===== src/rtl/pad_in_filter.sv =====
// Pad receive conditioner: synchronizer, programmable debounce, clean level and edge pulses.
// Optional rejected-glitch counter enabled by defining PAD_IN_FILTER_GLITCH_CNT_EN.
module pad_in_filter #(
  parameter int unsigned SYNC_STAGES = 2,
  parameter int unsigned CNT_W       = 16,
  parameter logic        RESET_VAL   = 1'b0
) (
  input  logic             clk_i,
  input  logic             rst_i,
  input  logic             pad_in_i,
  input  logic             en_i,
  input  logic [CNT_W-1:0] debounce_cycles_i,
`ifdef PAD_IN_FILTER_GLITCH_CNT_EN
  input  logic             glitch_clr_i,
  output logic [15:0]      glitch_cnt_o,
`endif
  output logic             level_o,
  output logic             rise_o,
  output logic             fall_o
);

  typedef enum logic [0:0] {StStable, StPend} state_e;

  localparam logic [CNT_W:0] CntOneWide = (CNT_W+1)'(1);

  logic [SYNC_STAGES-1:0] sync_q;
  logic                   s;
  state_e                 state_q, state_d;
  logic [CNT_W-1:0]       cnt_q, cnt_d;
  logic                   level_q, level_d;
  logic                   rise_q, rise_d;
  logic                   fall_q, fall_d;
  logic                   flip;
  logic [CNT_W:0]         n_eff;
  logic [CNT_W:0]         cnt_inc;

  assign s = sync_q[SYNC_STAGES-1];

  // N=0 is treated as N=1; one extra bit keeps cnt+1 from wrapping in the compare.
  assign n_eff   = (debounce_cycles_i == '0) ? CntOneWide : {1'b0, debounce_cycles_i};
  assign cnt_inc = {1'b0, cnt_q} + CntOneWide;

  always_comb begin
    state_d = state_q;
    cnt_d   = cnt_q;
    flip    = 1'b0;
    if (!en_i) begin
      state_d = StStable;
      cnt_d   = '0;
    end else begin
      unique case (state_q)
        StStable: begin
          if (s != level_q) begin
            if (n_eff <= CntOneWide) begin
              flip = 1'b1;
            end else begin
              cnt_d   = CNT_W'(1);
              state_d = StPend;
            end
          end
        end
        StPend: begin
          if (s == level_q) begin
            cnt_d   = '0;
            state_d = StStable;
          end else if (cnt_inc >= n_eff) begin
            flip    = 1'b1;
            cnt_d   = '0;
            state_d = StStable;
          end else begin
            cnt_d = cnt_inc[CNT_W-1:0];
          end
        end
        default: begin
          cnt_d   = '0;
          state_d = StStable;
        end
      endcase
    end
  end

  always_comb begin
    level_d = level_q;
    rise_d  = 1'b0;
    fall_d  = 1'b0;
    if (flip) begin
      level_d = ~level_q;
      rise_d  = ~level_q;
      fall_d  = level_q;
    end
  end

  always_ff @(posedge clk_i) begin
    if (rst_i) begin
      sync_q  <= {SYNC_STAGES{RESET_VAL}};
      state_q <= StStable;
      cnt_q   <= '0;
      level_q <= RESET_VAL;
      rise_q  <= 1'b0;
      fall_q  <= 1'b0;
    end else begin
      sync_q  <= {sync_q[SYNC_STAGES-2:0], pad_in_i};
      state_q <= state_d;
      cnt_q   <= cnt_d;
      level_q <= level_d;
      rise_q  <= rise_d;
      fall_q  <= fall_d;
    end
  end

  assign level_o = level_q;
  assign rise_o  = rise_q;
  assign fall_o  = fall_q;

`ifdef PAD_IN_FILTER_GLITCH_CNT_EN
  logic [15:0] glitch_cnt_q, glitch_cnt_d;
  logic        glitch_inc;

  // Any exit from PEND that does not flip the level counts as a rejected glitch.
  assign glitch_inc = (state_q == StPend) && (state_d == StStable) && !flip;

  always_comb begin
    glitch_cnt_d = glitch_cnt_q;
    if (glitch_clr_i) begin
      glitch_cnt_d = '0;
    end else if (glitch_inc && (glitch_cnt_q != 16'hFFFF)) begin
      glitch_cnt_d = glitch_cnt_q + 16'd1;
    end
  end

  always_ff @(posedge clk_i) begin
    if (rst_i) begin
      glitch_cnt_q <= '0;
    end else begin
      glitch_cnt_q <= glitch_cnt_d;
    end
  end

  assign glitch_cnt_o = glitch_cnt_q;
`endif

endmodule


===== config.mk =====
export PLATFORM = sky130hd
export DESIGN_NAME = pad_in_filter
export DESIGN_NICKNAME = d
export VERILOG_FILES = /design/src/rtl/pad_in_filter.sv
export SDC_FILE = /design/constraint.sdc
export NUM_CORES = 1
export LEC_CHECK = 0
export BUFFER_PORTS_ARGS = -buffer_cell sky130_fd_sc_hd__buf_2
export CAP_MARGIN = 10
export CORE_MARGIN = 1
export CORE_UTILIZATION = 50
export DETAILED_ROUTE_END_ITERATION = 8
export HOLD_SLACK_MARGIN = 0.02
export PLACE_DENSITY = 0.68
export SKIP_CTS_REPAIR_TIMING = 1
export SYNTH_ARGS = -nofsm -noshare
export SYNTH_HDL_FRONTEND = slang
export SYNTH_SLANG_ARGS = --single-unit

===== constraint.sdc =====
create_clock -name clk_i -period 4.3 [get_ports clk_i]
set_clock_uncertainty 0.2 [all_clocks]
set_input_delay 0.86 -clock clk_i [delete_from_list [all_inputs] [get_ports clk_i]]
set_output_delay 0.86 -clock clk_i [all_outputs]
set_load 0.005 [all_outputs]

After elaboration in Yosys (flattened, before gate mapping)
Cells that the tools add are included.
{"block": "classes", "add_sub_neg": 1, "n_mul": 0, "div_mod_pow": 0, "magnitude_cmp": 2, "n_eq_ne": 4, "n_shift": 0, "muxes": 17, "bitwise": 4, "n_reduce_logical": 4}
{"op": "$mux W16", "count": 5}
{"op": "$pmux W16 S2", "count": 1}
{"op": "$add A16 B1 Y17 const B", "count": 1}
{"op": "$ge A17 B16 Y1", "count": 1}
{"op": "$le A16 B1 Y1 const B", "count": 1}
{"op": "$logic_not A16 Y1", "count": 1}
{"op": "$mux W1", "count": 9}
{"op": "$ne A2 B2 Y1 const B", "count": 2}
{"op": "$not A1 Y1", "count": 4}
{"op": "$pmux W1 S2", "count": 2}
{"op": "$reduce_or A2 Y1", "count": 2}
{"op": "$reduce_and A2 Y1", "count": 1}
{"op": "$eq A1 B1 Y1", "count": 1}
{"op": "$ne A1 B1 Y1", "count": 1}
{"block": "totals", "ff_bits": 22, "latchBits": 0, "ramBits": 0, "mem_bits_ro": 0, "input_bits": 20, "out_inout_bits": 3, "elab_cells": 38, "n_memories": 0}

Logic depth before layout (Yosys ltp)
Gate-level depths: netlist (run 1).
{"block": "depth", "depth_word": 9, "ltp_mapped": 14, "ltp_nobuf": 12}

Worst setup path after synthesis (run 1)
No wires, ideal clock.
{"block": "synth_path", "kind": "register to register", "startpoint": "register cnt_q[2]", "endpoint": "register cnt_q[10]", "setup_ns": 0.128, "t_arrival_ns": 2.903, "t_required_ns": 3.972, "slack_ns": 1.069, "path_stages_with_launch": 13, "n_path_buf": 2, "synth_period_minus_slack_ns": 3.231, "cell_sequence": "dfxtp_1 -> nand3_1 -> or3_1 -> clkbuf_1 -> or3_1 -> xnor2_1 -> ha_1 -> nand3_1 -> a311o_1 -> o211a_2 -> buf_6 -> a32oi_1 -> nor2_1"}
{"block": "synth_between", "elab_chain_cells": 5}
{"item": "start: declaration", "line": "29", "rtl": "logic [CNT_W-1:0] cnt_q, cnt_d;"}
{"item": "start signal: assignment", "line": "104", "rtl": "cnt_q <= cnt_d;"}
{"item": "$add A16 B1 Y17 *", "line": "41", "rtl": "assign cnt_inc = {1'b0, cnt_q} + CntOneWide;"}
{"item": "$ge A17 B16 Y1", "line": "66", "rtl": "end else if (cnt_inc >= n_eff) begin"}
{"item": "$mux W16 *", "line": "66"}
{"item": "$mux W16 *", "line": "63", "rtl": "if (s == level_q) begin"}
{"item": "$pmux W16 S2 *", "line": "51", "rtl": "unique case (state_q)"}
Every way passes the cells marked *; elsewhere a longest branch is shown, timed or not.
A chain may end at the register's enable or synchronous reset.

Worst setup path after layout (run 1)
{"block": "layout_path", "startpoint": "register cnt_q[0]", "endpoint": "register cnt_q[1]"}
Same word-level chain as after synthesis.

==> results of run 1 <==
## state kept, by name (all words and copies together) (netlist names)
register and cells:
level_o 1, fall_o 1, state_q 1, sync_q 2, cnt_q 16, rise_o 1
## layer usage
layer / global-route usage (%) / vias up
li1: - / 770
met1: 31.9 / 694
met2: 37.7 / 51
met3: 1.75 / 6
met4: 7.82 / 0
met5: 0 / -
## worst max path at each step
stage / from / to / slack [ps]
CTS: cnt_q[0] / cnt_q[1] / 680
floorplan: cnt_q[2] / cnt_q[10] / 1070
global placement: cnt_q[0] / level_o / 770
finish: cnt_q[0] / cnt_q[1] / 670
global route: cnt_q[0] / cnt_q[1] / 350
detailed placement: cnt_q[0] / cnt_q[1] / 720
## synth_stat cells
library cell,count,area (µm²)
buf_2,2,10.0
xnor2_1,9,78.8
xor2_2,1,16.3
a32oi_1,8,70.1
o211ai_1,6,45.0
dfxtp_1,22,440
xor2_1,5,43.8
nor2_1,18,67.6
o21ai_0,2,10.0
mux2_4,1,15.0
or3_1,3,18.8
nor3b_1,1,7.51
buf_6,1,11.3
buf_1,1,3.75
ha_1,17,213
a311o_1,1,10.0
nand3_1,13,65.1
or4_1,1,7.51
or2_2,3,18.8
o22ai_1,1,6.26
a21o_1,1,7.51
nor4_1,4,25.0
o21bai_1,1,7.51
nand4_1,5,31.3
and4b_1,1,10.0
a21oi_1,5,25.0
o2111ai_2,1,15.0
o31a_1,1,8.76
and3_1,5,31.3
nand2_1,14,52.6
nand2_2,1,6.26
o211a_2,1,10.0
o211ai_2,1,12.5
nor4bb_1,1,10.0
nor2b_1,7,43.8
o2111ai_1,1,8.76
nand2b_1,2,12.5
clkbuf_1,5,18.8
nor3_1,10,50.1
a211oi_1,1,7.51
and4_1,2,17.5
inv_1,18,67.6
## where the power goes
part / internal (mW) / switching [mW]
clock: 0.0327 / 0.0596
sequential: 0.205 / 0.00114
combinational: 0.0159 / 0.0242
total: 0.254 / 0.0849
## cells by family after synthesis
kind of cell	synth area share (%)
AOI/OAI and AO/OA	14.9
xor gates and xnor gates	8.48
adders and majority gates	13.0
buffers and inverters	6.80
DFF	26.9
muxes	0.916
and+or+nand+nor	29.0
## through the flow
stage / utilization, % / std cells / hold WS (ps) / setup WS (ps)
CTS: 58.1 / 265 / 257 / 684
global route: 58.1 / 265 / 273 / 350
detailed placement: 57.4 / 262 / 231 / 717
finish: 58.1 / 265 / 255 / 674
global placement: 57.4 / 262 / 232 / 771
floorplan: - / 204 / 214 / 1070
## area by class of cell
type	count	area, µm²
multi-input combinational	155	1090
fill	303	1290
inverter	18	67.6
timing repair buffer	23	118
sequential	22	440
tap	44	55.1
clock buffer	3	22.5
## worst max-delay path, stage by stage (launching register included)
cell	delay, ps
dfxtp_1	430
ha_1	270
nand4_1	140
or4_1	610
nor2_1	190
xor2_1	270
ha_1	290
nand3_1	80
and4b_1	190
o31a_1	190
o211a_2	420
a32oi_1	170
nor2_1	120
==> flow_summary_export.csv, run 1 <==
group,metric,value,unit
run_status,status,"finished, final reports clean",
timing,hold_viol,0,
clock_tree,h-tree-depth,1,
detailed_routing,highest_layer,"met4",
power_and_ir_drop,powerDensity,189,nW/µm²
finish,layout_common_cells,"22 x dfxtp_1, 22 x buf_2, 18 x inv_1, 18 x nor2_1, 17 x ha_1",
timing,slew-limit-headroom,45.9,%
detailed_routing,wire_per_inst,13.9,µm
clock_tree,clk_pin_slew_worst_paths,110,ps
timing,grt_setup_unrepaired,"false",
grt,grt_max_degree,18,
setup_path,crit_path_max_fanout,16,
finish,syn2layout_area_growth,9.24,%
die,dieArea,3510,µm²
synth,ys_seq_area_share,26.9,%
hold_path,hold_class,"register to register",
detailed_routing,vias_per_cell,5.74,
die,io_pins,23,
grt,grt_remaining_overflow,0,
grt,grt_use_total,23.1,%
timing,finalMaxSlewViolations,0,
hold_path,hold_path_end,"sync_q[1]",
setup_path,timing.rr.end,"cnt_q[1]",
timing,layout_min_cycle_time,3630,ps
setup_path,rr_worst_depth,12,
synth,syn_inst,204,
synth,synth.distinct_cells,42,
place,placed_area,1770,µm²
power_and_ir_drop,p_leak,0.818,nW
job,drv_cap,0,
setup_path,required,4340,ps
detailed_routing,ant_nets,0,
synth,synth-seq-cells,22,
synth,ys.warnings.count,0,
die,core,3080,µm²
power_and_ir_drop,peakVddDrop,0.172,mV
synth,syn_nets,241,
setup_path,crit-reg2reg-launch,"cnt_q[0]",
place,io_buffers,22,
setup_path,endpoint_kind,"register",
clock_tree,cts_tree,"built",
grt,grt_pass1_vias,1342,
detailed_routing,drt_iter0_drc,84,
hold_path,holdPathStages,1,
detailed_routing,dr_wl_met3,202,µm
die,rows,20,
timing,max_freq,276,MHz
place,dp_hpwl,2.84,mm
synth,syn_area,1640,µm²
detailed_routing,m1WireLength,1.79,mm
timing,max_slew.worst_pin.slew,810,ps
clock_tree,numCtsBuffers,3,
finish,drive_gt1_share,15.8,%
die,dieHeight,59.2,µm
setup_path,r2r_slack,670,ps
finish,final_nets,260,
setup_path,cp-start-kind,"register",
detailed_routing,drc,0,
detailed_routing,num_vias,1521,
setup_path,critPathKind,"register to register",
die,initial_core_util,53.2,%
place,gp_congestion,0.840,
grt,grt_pass1_wl,6.10,mm
synth,synth_area_per_cell,8.03,µm²
detailed_routing,wirelength,3.69,mm
timing,setup-violations-final,0,
timing,fin_setup_tns,0,ps
clock_tree,cts.sinks,22,
hold_path,hp-start,"sync_q[0]",
grt,antenna_found_initial,0,
setup_path,cp.arrival,3670,ps
finish,finalInstanceArea,1790,µm²
die,die_x,59.2,µm
clock_tree,cts-root-buf,"clkbuf_4",
detailed_routing,dr.pass1.iters,4,
clock_tree,clock_latency,300,ps
finish,antenna_cells,0,
power_and_ir_drop,fin_total_pwr,0.339,mW
clock_tree,cts_buffer_depth,2,
timing,period_share,84.3,%
detailed_routing,wl_met2,1.66,mm
(Power assumes the default switching activity.)
==> run 2, diff against run 1 <==
- clock period: 4.3 -> 3.8 ns (I/O delays scaled with it)
==> flow_summary_export.csv, run 2 (synthesized netlist as in run 1, its figures left out) <==
group,metric,value,unit
die,rows,20,
hold_path,holdPathStages,1,
clock_tree,h-tree-depth,1,
job,drv_cap,0,
place,io_buffers,22,
hold_path,hp-start,"sync_q[0]",
detailed_routing,wire_per_inst,14.5,µm
setup_path,worst_path_largest_cell_delay,550,ps
detailed_routing,drt_iter0_drc,48,
clock_tree,cts-root-buf,"clkbuf_4",
place,dp_hpwl,2.93,mm
setup_path,required,3820,ps
power_and_ir_drop,p_leak,0.834,nW
detailed_routing,drc,0,
finish,syn2layout_area_growth,11.5,%
timing,setup-violations-final,0,
die,initial_core_util,53.2,%
die,die_x,59.2,µm
setup_path,endpoint_kind,"register",
timing,fin_setup_tns,0,ps
power_and_ir_drop,powerDensity,252,nW/µm²
detailed_routing,wirelength,3.85,mm
finish,fin_cells,266,
clock_tree,clk_pin_slew_worst_paths,130,ps
power_and_ir_drop,peakVddDrop,0.186,mV
finish,antenna_cells,0,
grt,grt_pass1_wl,6.47,mm
setup_path,cp-start-kind,"register",
finish,reg_top3,"cnt_q: 16 flops, sync_q: 2 flops",
detailed_routing,vias_per_cell,5.88,
die,dieArea,3510,µm²
place,placed_area,1770,µm²
setup_path,crit_path_max_fanout,8,
setup_path,crit-reg2reg-launch,"cnt_q[0]",
timing,slew-limit-headroom,40.5,%
finish,final_nets,260,
setup_path,r2r_slack,270,ps
clock_tree,cts_buffer_depth,2,
detailed_routing,ant_nets,0,
setup_path,cp.arrival,3550,ps
grt,grt_remaining_overflow,0,
finish,final_util,59.3,%
clock_tree,cts.sinks,22,
detailed_routing,num_vias,1565,
finish,largest-register,"cnt_q",
grt,grt_pass1_vias,1414,
finish,finalInstanceArea,1830,µm²
finish,largest_reg_flops,16,
die,core,3080,µm²
die,io_pins,23,
die,dieHeight,59.2,µm
clock_tree,cts_tree,"built",
timing,layout_min_cycle_time,3530,ps
finish,layout_common_cells,"22 x dfxtp_1, 22 x buf_2, 18 x inv_1, 18 x nor2_1, 17 x ha_1",
hold_path,hold_class,"register to register",
setup_path,rr_worst_depth,10,
detailed_routing,dr.pass1.iters,4,
setup_path,timing.rr.end,"level_o",
grt,antenna_found_initial,0,
timing,finalMaxSlewViolations,0,
timing,max_slew.worst_pin.slew,890,ps
timing,period_share,93.0,%
timing,grt_setup_unrepaired,"false",
clock_tree,numCtsBuffers,3,
grt,grt_use_total,24.8,%
run_status,status,"finished, final reports clean",
setup_path,cp_cell_sequence,"nand3_1, or3_1, or3_1, xnor2_1, ha_1, nand3_1, a311o_1, o211ai_2, o2111ai_2, mux2_4",
place,dp.cells,262,
clock_tree,clock_latency,310,ps
finish,drive_gt1_share,16.2,%
grt,grt_max_degree,18,
timing,hold_viol,0,
setup_path,slowest_stage,"or3_1",
setup_path,critPathKind,"register to register",
hold_path,hold_path_end,"sync_q[1]",
place,gp_congestion,0.826,
timing,max_freq,283,MHz
[run 2: how the worst max path moves through the flow]
| stage | to | slack [ps] | from |
|---|---|---|---|
| after floorplan | cnt_q[10] | 570 | cnt_q[2] |
| after global placement | level_o | 330 | cnt_q[0] |
| after detailed placement | cnt_q[6] | 270 | cnt_q[0] |
| after CTS | cnt_q[6] | 230 | cnt_q[0] |
| after global routing | level_o | 60 | cnt_q[0] |
| final | level_o | 270 | cnt_q[0] |
[run 2: metal layers]
metal	vias to the layer above	wire length (µm)	global-route usage [%]
met3	10	308	1.31
li1	773	-	-
met4	0	106	11.6
met1	722	1710	34.4
met5	-	0	0
met2	60	1730	39.3
[run 2: cell type report]
cell class / instances / area, µm²
Tap cell: 44 / 55.1
Timing Repair Buffer: 23 / 118
Sequential cell: 22 / 440
Clock inverter: 1 / 30.0
Clock buffer: 3 / 22.5
Multi-Input combinational cell: 155 / 1090
Inverter: 18 / 67.6
Fill cell: 310 / 1250
[run 2: critical path, delay by kind of cell (launching register included)]
kind | cells | cell delay (ps)
simple gates | 4 | 1280
xor+xnor | 1 | 150
flops | 1 | 430
mux | 1 | 360
compound gates | 3 | 730
fa+ha+maj | 1 | 280
[run 2: metrics by stage]
| stage | worst slack [ps] | power, mW | hold slack [ps] |
|---|---|---|---|
| 2_1_floorplan | 569 | 0.264 | 214 |
| 3_3_place_gp | 328 | 0.282 | 235 |
| 3_5_place_dp | 270 | 0.284 | 264 |
| 4_1_cts | 226 | 0.462 | 282 |
| 5_1_grt | 64.6 | 0.480 | 300 |
| 6_report | 267 | 0.460 | 280 |
[run 2: where the power goes]
group	switching, mW	leakage, nW	internal, mW
Sequential	0.00137	0.178	0.232
Combinational	0.0279	0.628	0.0183
Clock	0.0741	0.0279	0.107
==> run 3, diff against run 2 <==
- ABC_AREA: default -> 1
==> flow_summary_export.csv, run 3 <==
group,metric,value,unit
power_and_ir_drop,fin_total_pwr,0.460,mW
finish,antenna_cells,0,
clock_tree,clk_pin_slew_worst_paths,130,ps
synth,synth_top_area_cell,"dfxtp_1",
clock_tree,cts-root-buf,"clkbuf_4",
detailed_routing,wirelength,3.52,mm
synth,synthTopCellsByCount,"49 x nand2_1, 33 x inv_1, 22 x dfxtp_1, 18 x nand4_1, 17 x ha_1",
timing,layout_min_cycle_time,3110,ps
timing,setup-violations-final,0,
timing,grt_setup_unrepaired,"false",
grt,grt_max_degree,20,
place,io_buffers,22,
clock_tree,h-tree-depth,1,
grt,grt_use_total,23.4,%
power_and_ir_drop,p_leak,0.902,nW
detailed_routing,vias_per_cell,5.05,
synth,synth-edff-count,0,
timing,max_slew.worst_pin.slew,841,ps
setup_path,endpoint_kind,"register",
run_status,status,"finished, final reports clean",
finish,final_nets,295,
setup_path,cp-start-kind,"register",
grt,grt_remaining_overflow,0,
clock_tree,numCtsBuffers,3,
synth,syn_area,1760,µm²
hold_path,holdPathStages,2,
synth,syn_inst,236,
place,gp_congestion,0.817,
finish,reg_top3,"cnt_q: 16 flops, sync_q: 2 flops",
synth,synth-seq-cells,22,
power_and_ir_drop,powerDensity,238,nW/µm²
synth,yosys.area.top_type_share,25.1,%
setup_path,rr_worst_depth,17,
synth,ys_seq_area_share,25.1,%
synth,synth-main-ff-cell,"dfxtp_1",
synth,synth.distinct_cells,35,
place,dp_hpwl,2.73,mm
synth,async_flop_share,0,%
finish,layout_common_cells,"49 x nand2_1, 33 x inv_1, 22 x dfxtp_1, 22 x buf_2, 18 x nand4_1",
clock_tree,cts.sinks,22,
die,dieHeight,61.3,µm
die,rows,21,
die,initial_core_util,52.6,%
setup_path,crit_path_max_fanout,18,
hold_path,hold_class,"register to register",
finish,largest_reg_flops,16,
timing,fin_setup_tns,0,ps
die,dieArea,3750,µm²
finish,largest-register,"cnt_q",
clock_tree,cts_tree,"built",
synth,synth_area_per_cell,7.44,µm²
synth,synth.area.top_cells,"dfxtp_1 25%, ha_1 12%, nand2_1 10%",
clock_tree,cts_buffer_depth,2,
setup_path,critPathKind,"register to register",
timing,slew-limit-headroom,43.9,%
job,drv_cap,0,
detailed_routing,drt_iter0_drc,73,
grt,grt_pass1_vias,1458,
detailed_routing,dr.pass1.iters,4,
detailed_routing,num_vias,1529,
grt,grt_pass1_wl,6.50,mm
detailed_routing,drc,0,
finish,drive_gt1_share,24.9,%
finish,syn2layout_area_growth,10.3,%
finish,final_common_cell,"nand2_1",
grt,antenna_found_initial,0,
clock_tree,clock_latency,310,ps
timing,max_freq,322,MHz
setup_path,cp.arrival,3150,ps
synth,synth.most_common_cell,"nand2_1",
synth,ys.warnings.count,0,
detailed_routing,wire_per_inst,11.6,µm
die,core,3340,µm²
timing,hold_viol,0,
setup_path,required,3840,ps
power_and_ir_drop,peakVddDrop,0.200,mV
timing,finalMaxSlewViolations,0,
die,io_pins,23,
die,die_x,61.3,µm
timing,period_share,81.8,%
detailed_routing,ant_nets,0,
synth,syn_nets,273,
-- run 3: cell count changes after synthesis, moves of 6 or more --
cell,previous run,this run
nand2_1,14,49
inv_1,18,33
nand4_1,5,18
a21oi_2,0,10
nand3_1,13,4
a32oi_1,8,0
a21oi_1,5,12
nor2b_1,7,0
nand2_2,1,7
o211ai_1,6,0
-- run 3: through the flow --
step                      instances  hold slack (ps)  utilization [%]  setup slack (ps)  area (µm²)
after floorplan                 236              188                -              1050        1760
after global placement          299              199             56.5               751        1880
after detailed placement        299              206             56.5               713        1880
after CTS                       303              220             58.0               680        1940
after global routing            303              231             58.0               368        1940
final                           303              214             58.0               691        1940
-- run 3: cells by family after synthesis --
family                     after synthesis  synth area share [%]
and+or+nand+nor                        114                  34.5
buffers and inverters                   43                  10.3
AOI/OAI and AO/OA                       26                  10.1
DFF                                     22                  25.1
adders and majority gates               17                  12.1
xor gates and xnor gates                14                  7.84
-- run 3: per-layer routing --
| layer | GRT usage, % | part of all wire [%] | vias to the layer above |
|---|---|---|---|
| met5 | 0 | 0 | - |
| met4 | 5.84 | 2.1 | 0 |
| met3 | 3.99 | 4.1 | 6 |
| met2 | 38.0 | 45 | 27 |
| met1 | 32.1 | 48 | 678 |
| li1 | - | - | 818 |
-- run 3: cell type report --
class                   instances  area [µm²]
flip-flops and latches         22         440
well taps                      46        57.6
multi-input cells             171        1130
fillers                       327        1400
clock buffers                   3        22.5
repair buffers                 22         110
inverters                      38         143
clock inverters                 1        30.0
-- run 3: path summary, 6_finish.rpt --
check,startpoint,to,slack [ps]
max,cnt_q[0],cnt_q[6],690
min,sync_q[0],sync_q[1],210
max reg2reg,cnt_q[0],cnt_q[6],690
min reg2reg,sync_q[0],sync_q[1],210
-- run 3: where the power goes --
part	switching [mW]	leakage (nW)	internal, mW	total, mW
logic	0.0287	0.697	0.0170	0.0457
clock network	0.0748	0.0279	0.107	0.181
registers	0.00116	0.178	0.232	0.233
total	0.105	0.902	0.356	0.460
-- run 3: critical path, cell delays in order, from the launching register on --
cell	delay, ps
dfxtp_1	430
ha_1	220
nand3_2	110
nor2_2	130
nand2_2	80
nor2_1	120
xor2_1	250
ha_1	290
a21o_1	180
nor2_1	90
nand3_1	90
nand2_1	70
nand2_1	50
nand2_1	60
nand2_1	60
nand2_2	280
nand4_1	160
a21oi_2	170
